File: config.mk
export PLATFORM = sky130hd
export DESIGN_NAME = vga_scan_gen
export DESIGN_NICKNAME = d
export VERILOG_FILES = /design/src/rtl/vga_pkg.sv /design/src/rtl/vga_pix_div.sv /design/src/rtl/vga_scan_gen.sv
export SDC_FILE = /design/constraint.sdc
export NUM_CORES = 1
export LEC_CHECK = 0
export ABC_AREA = 1
export BUFFER_PORTS_ARGS = -buffer_cell sky130_fd_sc_hd__clkbuf_2
export CAP_MARGIN = 10
export CORE_MARGIN = 2
export CORE_UTILIZATION = 40
export DETAILED_ROUTE_END_ITERATION = 10
export PLACE_DENSITY = 0.64
export SLEW_MARGIN = 40
export SYNTH_ARGS = -nofsm -noshare
export SYNTH_HDL_FRONTEND = slang
export SYNTH_SLANG_ARGS = --single-unit
File: constraint.sdc
create_clock -name clk -period 1.7 [get_ports clk]
set_input_delay 0.085 -clock clk [delete_from_list [all_inputs] [get_ports clk]]
set_output_delay 0.085 -clock clk [all_outputs]
set_load 0.02 [all_outputs]
File: src/rtl/vga_pkg.sv
// Shared VGA timing constants, coordinate widths and small decode helpers.
// Sprite blocks import this for COL_W/ROW_W so coordinate buses stay consistent.
package vga_pkg;

  // 640x480@60 Hz timing (pixels / lines)
  localparam int H_VIS  = 640;
  localparam int H_FP   = 16;
  localparam int H_SYNC = 96;
  localparam int H_BP   = 48;
  localparam int V_VIS  = 480;
  localparam int V_FP   = 10;
  localparam int V_SYNC = 2;
  localparam int V_BP   = 33;

  localparam int H_TOT    = H_VIS + H_FP + H_SYNC + H_BP;
  localparam int V_TOT    = V_VIS + V_FP + V_SYNC + V_BP;
  localparam int HS_START = H_VIS + H_FP;
  localparam int HS_END   = HS_START + H_SYNC - 1;
  localparam int VS_START = V_VIS + V_FP;
  localparam int VS_END   = VS_START + V_SYNC - 1;

  // Coordinate bus widths shared with every sprite consumer
  localparam int COL_W = 10;
  localparam int ROW_W = 9;
  localparam int CNT_W = 10;
  localparam int FC_W  = 8;

  // Raster position (internal scan counters)
  typedef struct packed {
    logic [CNT_W-1:0] h;
    logic [CNT_W-1:0] v;
  } vga_pos_t;

  // Decoded per-pixel flags; syncs are active low
  typedef struct packed {
    logic video_on;
    logic hsync;
    logic vsync;
  } vga_sync_t;

  // True when counter value c lies in the inclusive window [lo, hi]
  function automatic logic in_win(input logic [CNT_W-1:0] c, input int lo, input int hi);
    return (int'(c) >= lo) && (int'(c) <= hi);
  endfunction

endpackage

File: src/rtl/vga_pix_div.sv
// Pixel clock-enable divider: one advance strobe every PIX_DIV enabled clks.
// PIX_DIV = 1 degenerates to an advance on every enabled clk.
module vga_pix_div #(
  parameter int PIX_DIV = 2
) (
  input  logic clk,
  input  logic reset,
  input  logic i_en,
  output logic o_adv
);

  localparam int DW = (PIX_DIV > 1) ? $clog2(PIX_DIV) : 1;
  localparam logic [DW-1:0] LAST = DW'(PIX_DIV - 1);

  logic [DW-1:0] r_div;

  // The wrap cycle is the advance cycle
  assign o_adv = i_en && (r_div == LAST);

  // Divider count, frozen while disabled
  always_ff @(posedge clk or posedge reset) begin
    if (reset)     r_div <= '0;
    else if (i_en) r_div <= (r_div == LAST) ? '0 : r_div + DW'(1);
  end

endmodule

File: src/rtl/vga_scan_gen.sv
// Raster scan generator: h/v counters advanced by the pixel divider, decoded
// to row/col, blanking and active-low syncs, all presented through one
// output register stage. Also provides frame_start / frame_count so sprite
// animation can key off frames instead of long free-running counters.
module vga_scan_gen
  import vga_pkg::*;
#(
  parameter int PIX_DIV = 2,
  parameter int H_VIS   = vga_pkg::H_VIS,
  parameter int H_FP    = vga_pkg::H_FP,
  parameter int H_SYNC  = vga_pkg::H_SYNC,
  parameter int H_BP    = vga_pkg::H_BP,
  parameter int V_VIS   = vga_pkg::V_VIS,
  parameter int V_FP    = vga_pkg::V_FP,
  parameter int V_SYNC  = vga_pkg::V_SYNC,
  parameter int V_BP    = vga_pkg::V_BP
) (
  input  logic             clk,
  input  logic             reset,
  input  logic             en,
  output logic             pix_tick,
  output logic [COL_W-1:0] col,
  output logic [ROW_W-1:0] row,
  output logic             video_on,
  output logic             hsync,
  output logic             vsync,
  output logic             frame_start,
  output logic [FC_W-1:0]  frame_count
);

  localparam int L_H_TOT    = H_VIS + H_FP + H_SYNC + H_BP;
  localparam int L_V_TOT    = V_VIS + V_FP + V_SYNC + V_BP;
  localparam int L_HS_START = H_VIS + H_FP;
  localparam int L_HS_END   = L_HS_START + H_SYNC - 1;
  localparam int L_VS_START = V_VIS + V_FP;
  localparam int L_VS_END   = L_VS_START + V_SYNC - 1;

  localparam logic [CNT_W-1:0] C_H_LAST = CNT_W'(L_H_TOT - 1);
  localparam logic [CNT_W-1:0] C_V_LAST = CNT_W'(L_V_TOT - 1);
  localparam logic [CNT_W-1:0] C_H_VIS  = CNT_W'(H_VIS);
  localparam logic [CNT_W-1:0] C_V_VIS  = CNT_W'(V_VIS);

  logic      w_adv;
  logic      w_land0;
  vga_pos_t  r_pos;
  vga_pos_t  w_pos_nxt;
  vga_sync_t w_dec;
  logic      w_hvis;
  logic      w_vvis;

  logic      r_pix_tick;
  logic      r_land0;
  logic      r_frame_start;
  logic [COL_W-1:0] r_col;
  logic [ROW_W-1:0] r_row;
  vga_sync_t        r_sync;
  logic [FC_W-1:0]  r_frame_count;

  vga_pix_div #(
    .PIX_DIV (PIX_DIV)
  ) u_pix_div (
    .clk   (clk),
    .reset (reset),
    .i_en  (en),
    .o_adv (w_adv)
  );

  // Next raster position: h wraps at line end and carries into v
  always_comb begin
    w_pos_nxt = r_pos;
    if (w_adv) begin
      if (r_pos.h == C_H_LAST) begin
        w_pos_nxt.h = '0;
        w_pos_nxt.v = (r_pos.v == C_V_LAST) ? '0 : r_pos.v + CNT_W'(1);
      end else begin
        w_pos_nxt.h = r_pos.h + CNT_W'(1);
      end
    end
  end

  // An advance that lands on (0,0) starts a new frame
  assign w_land0 = w_adv && (w_pos_nxt.h == '0) && (w_pos_nxt.v == '0);

  // Scan counter register
  always_ff @(posedge clk or posedge reset) begin
    if (reset) r_pos <= '0;
    else       r_pos <= w_pos_nxt;
  end

  // Decode of the current (post-advance) raster position
  always_comb begin
    w_hvis         = (r_pos.h < C_H_VIS);
    w_vvis         = (r_pos.v < C_V_VIS);
    w_dec.video_on = w_hvis && w_vvis;
    w_dec.hsync    = ~in_win(r_pos.h, L_HS_START, L_HS_END);
    w_dec.vsync    = ~in_win(r_pos.v, L_VS_START, L_VS_END);
  end

  // Output stage; r_land0 keeps a frame landing pending across an en pause
  // so the frame_start pulse is never lost
  always_ff @(posedge clk or posedge reset) begin
    if (reset) begin
      r_pix_tick    <= 1'b0;
      r_land0       <= 1'b0;
      r_frame_start <= 1'b0;
      r_col         <= '0;
      r_row         <= '0;
      r_sync        <= '{video_on: 1'b0, hsync: 1'b1, vsync: 1'b1};
      r_frame_count <= '0;
    end else begin
      r_pix_tick    <= w_adv;
      r_frame_start <= 1'b0;
      if (w_land0)  r_land0 <= 1'b1;
      else if (en)  r_land0 <= 1'b0;
      if (en) begin
        r_col  <= w_hvis ? r_pos.h[COL_W-1:0] : '0;
        r_row  <= w_vvis ? r_pos.v[ROW_W-1:0] : '0;
        r_sync <= w_dec;
        if (r_land0) begin
          r_frame_start <= 1'b1;
          r_frame_count <= r_frame_count + FC_W'(1);
        end
      end
    end
  end

  assign pix_tick    = r_pix_tick;
  assign col         = r_col;
  assign row         = r_row;
  assign video_on    = r_sync.video_on;
  assign hsync       = r_sync.hsync;
  assign vsync       = r_sync.vsync;
  assign frame_start = r_frame_start;
  assign frame_count = r_frame_count;

endmodule
## Word level (Yosys, flattened, before mapping)

Cells that the tools add are included.
W data, S select, Z words.

- Reduce and logical (&&, ||, !) cells: 10
- Multiplexer cells: 11
- Bitwise logic cells: 2
- Order comparisons: 6
- $add $sub $neg: 4
- Eq/ne operators: 2

Operators by type and width:

| operator | count |
|---|---|
| $mux W10 | 4 |
| $add A10 B1 Y10 const B | 2 |
| $eq A10 B10 Y1 const B | 2 |
| $logic_not A10 Y1 | 2 |
| $mux W20 | 1 |
| $ge A10 B10 Y1 const B | 1 |
| $ge A10 B9 Y1 const B | 1 |
| $le A10 B10 Y1 const B | 1 |
| $le A10 B9 Y1 const B | 1 |
| $lt A10 B10 Y1 const B | 1 |
| $lt A10 B9 Y1 const B | 1 |
| $mux W9 | 1 |
| $add A8 B1 Y8 const B | 1 |
| $logic_and A1 B1 Y1 | 6 |
| $mux W1 | 5 |
| $not A1 Y1 | 2 |
| $reduce_and A2 Y1 | 1 |
| $reduce_bool A2 Y1 | 1 |
| $add A1 B1 Y1 const B | 1 |

- Logic and storage cells: 47
- Output and inout bits: 32
- Input bits: 3
- Flip-flop bits (word level): 54

## Longest topological paths before layout

- Depth in word-level cells: 8
- Gate-level depth with buffers: 14
- Gate-level depth less buffers: 14

## By module

From an unflattened synthesis, not the netlist that was laid out.

- Cells, all modules: 345
- Area, all modules: 2728.9 um^2

By module, submodules not included:

| module | instances | cells an instance | area each (um^2) | sequential area each (um^2) |
|---|---|---|---|---|
| vga_scan_gen | 1 | 336 | 2673.8 | 1328.8 |
| vga_pix_div | 1 | 9 | 55.1 | 25.0 |

## Worst setup path before layout

No wires, ideal clock.

- Path type: flip-flop to flip-flop
- Start point: register r_pos[10] (netlist name)
- End point: register r_land0
- Setup time: 0.066 ns
- Arrival: 1.517 ns
- Buffers on the path: 0
- Setup slack: 0.118 ns
- Required time: 1.634 ns
- Stages on the path, launching flop included: 14
- Clock period less this slack: 1.582 ns
- Cell sequence: dfrtp_1 > ha_1 > nand2_2 > nor2_4 > nand3_4 > nor2_8 > nand2_2 > nand2_1 > nand2_1 > nor2_1 > nand2_1 > nor2_1 > nand3_1 > nand2_1

- Word-level cells in the longest chain between the ends: 7
- Elaborated cells between the ends (all ways): 11
- Classes of those cells: add/sub (1); eq/ne (1); mux (4); reduce/logical (5)

RTL lines:

| what | line | text |
|---|---|---|
| from (decl) | vga_scan_gen.sv:45 | `vga_pos_t r_pos;` |
| from (signal assigned) | vga_scan_gen.sv:87 | `else r_pos <= w_pos_nxt;` |
| $add A10 B1 Y10 or $eq A10 B10 Y1 (tied branches) | vga_scan_gen.sv:76, vga_scan_gen.sv:72 |  |
| $mux W10 | vga_scan_gen.sv:72 | `if (r_pos.h == C_H_LAST) begin` |
| $mux W20 * | vga_scan_gen.sv:71 | `if (w_adv) begin` |
| $logic_not A10 Y1 | vga_scan_gen.sv:82 | `assign w_land0 = w_adv && (w_pos_nxt.h == '0) && (w_pos_nxt.v == '0);` |
| $logic_and A1 B1 Y1 | vga_scan_gen.sv:82 |  |
| $logic_and A1 B1 Y1 * | vga_scan_gen.sv:82 |  |
| $mux W1 or $reduce_bool A2 Y1 (tied branches) | - |  |
| to (signal assigned) | vga_scan_gen.sv:104 | `r_land0 <= 1'b0;` |
| to (signal assigned) | vga_scan_gen.sv:113 | `if (w_land0) r_land0 <= 1'b1;` |
| to (signal assigned) | vga_scan_gen.sv:114 | `else if (en) r_land0 <= 1'b0;` |
| to (decl) | vga_scan_gen.sv:52 | `logic r_land0;` |

Every way passes the cells marked *; elsewhere a longest branch is shown, timed or not.
A chain may end at the register's enable or synchronous reset.

## Worst setup path in the final report

- Start point: register r_pos[11] (netlist name)
- End point: register r_land0

The elaborated chain is that of the path after synthesis.

==> run summary <==
The max-capacitance violation count is 0. STA classifies the critical path endpoint as a flip-flop. The xor and xnor fraction of the mapped netlist area came out at roughly 2.9%. The detail-routed via count per cell came out at roughly 4.8. The count of unresolved DRC violations after routing is 0. The maximum clock path buffer count came out at 2. The highest net fanout along the worst path is 7. The total number of vias came out at approximately 2,400. The layout overhead on the synthesized area came out at 27.1%.

In this run the core area contains 30 standard-cell rows. Setup repair after global routing could not meet its margin everywhere. The number of antenna repair diodes is 0. Once detail routing completed, the nets flagged for antenna violations numbered 0.

The number of inserted filler cells in the final layout is approximately 640. The fraction of the cycle the final worst path needs came out at 108%. By area, the combinational part of the netlist is dominated by simple AND/OR/NAND/NOR gates. The worst voltage drop across the vdd grid is approximately 0.00069 V. The first global-routing pass estimated between 10,000 and 15,000 µm of wire.

The number of max-slew violations in the final report came to 0. At the worst endpoint, the required time is 1.91 ns. 35 I/O pins were placed.

The path depth of the worst reg2reg path came out at 13. The synthesized-area fraction occupied by adder cells is 2.29%. The share of final-layout standard cells stronger than drive strength 1 is a little over a quarter. The number of flip-flops and latches in the synthesized netlist is between 50 and 60.

The effective utilization at floorplan came out at 40.8%. For this run, the top clock speed supported by timing is between 0.5 and 0.6 GHz. Yosys mapped the design onto 30 distinct sky130hd cell types.

The critical path is of the flip-flop to flip-flop type. The half-perimeter wire length after placement is between 4000 and 5000 µm. The share of the yosys chip area belonging to registers is 49.6%.

CTS placed an instance of sky130_fd_sc_hd__clkbuf_8 at the clock tree root. The routed length on met3 came out at about 270 µm. Setup slack on the worst reg-to-reg path comes out at -0.14 ns. TritonCTS built the clock tree. Overall power consumption after layout is estimated at between 3 and 4 mW.

The shortest clock period the worst path allows after layout is 1.84 ns. The per-instance average area after synthesis came out at between 8 and 9 µm². Clock latency on the worst-skew pair, taken at its later pin, is around 0.31 ns. In this run the power density over the cells is 1060 nW/µm². The total of buffers placed on input and output ports is 34. The floorplan step defined a die boundary enclosing roughly 7500 µm².

The clock tree synthesis step divided the H-tree into 2 levels. The routed length per placed instance is roughly 13 µm. Setup slack on the critical path of the routed design comes to -0.144 ns. The post-synthesis instance total is between 300 and 400. STA classifies the critical path startpoint as a flip-flop. The placed instances occupy a cell area of between 3000 and 4000 µm². For hold timing, the worst endpoint is u_pix_div.r_div$_DFFE_PP0P_. The startpoint identified for the worst hold timing path is en.

The cell area after technology mapping came out at ~2700 µm². The number of global-route vias before repair came to roughly 2,300. The detailed router finished its first iteration with 143 violations. Setup violations remaining at the end of the flow were counted as 1.

The area occupied by multi-input gates is approximately 1200 µm². The tree built by TritonCTS fans out to 54 sinks. The number of antenna violations at the first check in global routing came to 0. The measured slew at the worst slew-check pin is between 0.4 and 0.5 ns. Between clock sinks in the finished design, the worst skew comes to between 0.002 and 0.003 ns. The x dimension of the die is roughly 87 µm.

Summing all flip-flop and latch instances after layout gives 1350 µm². The clock transition time at the flip-flop clock pins of the worst setup and hold paths came out at around 0.1 ns. The area of all placed cells without fillers is between 3000 and 4000 µm². The total overflow reported by the global router came out at 0. The mux cell area share after synthesis is 0%. The met1 wire length is slightly above 3000 µm.

The run finished, with violations left. The placeable core region came out at approximately 6700 µm². The met2 routed wirelength is ~2900 µm.

The floorplan step set the die height to 86.6 µm. In this run the critical register-to-register path is launched from r_pos[11]$_DFF_PP0_. The worst register-to-register path ends at r_land0$_DFFE_PP0P_.

The yosys synthesis warning count is 0. The worst min-delay path class is primary input to flip-flop. The minimum hold slack came out at 0.205 ns. The detailed-route wire length is between 6000 and 7000 µm. The leakage dissipation came out at between 1.5 and 2 nW. The highest layer touched by signal routing is met4. Measured against its own limit, the worst slew margin works out to 67.1%. The number of instances on the worst hold path came out at 3. The number of CTS-inserted buffers came out at 5. The complex-gate fraction of the synthesized area came out at under 10%.

The global placement routability congestion came out at roughly 0.94. The worst endpoint data arrival time came out at 2.06 ns. The synthesized netlist devotes roughly 29% of its cell area to simple gates.

The checks that failed: setup timing. The largest net degree at the start of global routing came out at 30. The number of nets at the end of the flow came out at roughly 420. The number of nets handed over by synthesis was around 340. The first-pass detailed-route iteration total came out at 4. In the global route stage, overall resource usage came out at about 18%. The final number of hold-violating endpoints came out at 0.
worst max-delay path, stage by stage, from the launching register on:
cell                      delay, ns
sky130_fd_sc_hd__dfrtp_1       0.41
sky130_fd_sc_hd__ha_4          0.16
sky130_fd_sc_hd__nand2_2       0.06
sky130_fd_sc_hd__nor2_4        0.19
sky130_fd_sc_hd__nand3_4       0.12
sky130_fd_sc_hd__nor2_8        0.18
sky130_fd_sc_hd__buf_4         0.14
sky130_fd_sc_hd__nand2_1       0.04
sky130_fd_sc_hd__nand2_1       0.08
sky130_fd_sc_hd__nand3_2       0.07
sky130_fd_sc_hd__nand2_1       0.12
sky130_fd_sc_hd__nor2_1        0.05
sky130_fd_sc_hd__nand3_1       0.06
sky130_fd_sc_hd__nand2_1       0.05
worst max path at each step:
stage                             start                  end  slack (ns)
global placement     r_pos[0]$_DFF_PP0_  r_land0$_DFFE_PP0P_       -0.11
global route        r_pos[11]$_DFF_PP0_  r_land0$_DFFE_PP0P_       -0.26
floorplan           r_pos[10]$_DFF_PP0_  r_land0$_DFFE_PP0P_        0.12
CTS                 r_pos[10]$_DFF_PP0_  r_land0$_DFFE_PP0P_       -0.08
detailed placement  r_pos[10]$_DFF_PP0_  r_land0$_DFFE_PP0P_       -0.13
finish              r_pos[11]$_DFF_PP0_  r_land0$_DFFE_PP0P_       -0.14
synth_stat cells, drive strengths merged:
| master | n | area share [%] |
|---|---|---|
| nand2 | 92 | 13 |
| inv | 61 | 8.4 |
| dfrtp | 52 | 48 |
| nor2 | 33 | 6.1 |
| nand3 | 28 | 5.8 |
| o21ai | 24 | 4.4 |
| o31ai | 8 | 2.2 |
| xor2 | 8 | 2.6 |
| nand4 | 6 | 1.9 |
| ha | 5 | 2.3 |
| nor3 | 5 | 0.92 |
| clkbuf | 3 | 0.41 |
| a21oi | 2 | 0.37 |
| dfstp | 2 | 1.9 |
| nor4 | 2 | 0.46 |
| buf | 1 | 0.28 |
| clkinv | 1 | 0.14 |
| nand3b | 1 | 0.28 |
| o211ai | 1 | 0.28 |
| xnor2 | 1 | 0.32 |
state kept, by name, indices dropped and copies added, names as in the netlist:
| name | count |
|---|---|
| r_pos | 20 |
| col | 10 |
| row | 9 |
| frame_count | 8 |
| frame_start | 1 |
| hsync | 1 |
| pix_tick | 1 |
| r_land0 | 1 |
| u_pix_div.r_div | 1 |
| video_on | 1 |
| vsync | 1 |
cells by family after synthesis:
group                    count (synthesis)
AND/OR/NAND/NOR                        167
buffers and inverters                   66
flip-flops                              54
AO/OA/AOI/OAI                           35
XOR/XNOR                                 9
adder cells (fa/ha/maj)                  5
routing by layer:
layer,track usage [%],vias up
met3,2.86,8
met1,25.9,1122
met4,4.97,0
met5,0,-
met2,29.0,60
li1,-,1209
stage by stage:
step                instances  setup TNS [ns]  setup slack (ns)  utilization (%)
floorplan                 336               0             0.118                -
global placement          482          -0.113            -0.113             48.6
detailed placement        482          -0.132            -0.132             48.6
CTS                       493         -0.0841           -0.0841             51.3
global route              495          -0.330            -0.255             51.9
finish                    495          -0.144            -0.144             51.9
placed cells by master, fill, tap and decap left out, drive strengths merged:
cell         instances
o211ai               1
xor2                 8
nand3b               1
buf                 39
ha                   5
clkinv               2
xnor2                1
a21oi                2
nor3                 5
nand4                7
nand2               92
o31ai                8
dlygate4sd3          1
bufinv               1
dfrtp               52
dfstp                2
nor2                33
nand3               28
nor4                 2
inv                 62
o21ai               24
clkbuf              39
final cells by class:
cell class	count	share of cell area (%)
sequential	54	39.0
multi-input combinational	217	34.4
timing repair buffer	74	13.7
inverter	62	6.71
tap	80	2.89
clock buffer	5	1.98
clock inverter	3	1.26
repair_timing:
| action | 4_1_cts | 5_1_grt |
|---|---|---|
| buffers inserted | 1 | 2 |
| resized for setup | 7 | 6 |
| endpoints found under the hold margin | 21 | 0 |
| setup endpoints to repair | 1 | 3 |
| cloned | 1 | 0 |
| pin swaps | 1 | 7 |
| hold buffers | 1 | 0 |
power by group:
part           leakage, nW  total (mW)  internal [mW]  switching (mW)
clock network       0.0585       0.887          0.442           0.445
registers            0.651        1.63           1.48           0.158
logic                 1.16        1.14          0.409           0.730
Power figures use the tool's default switching activity.
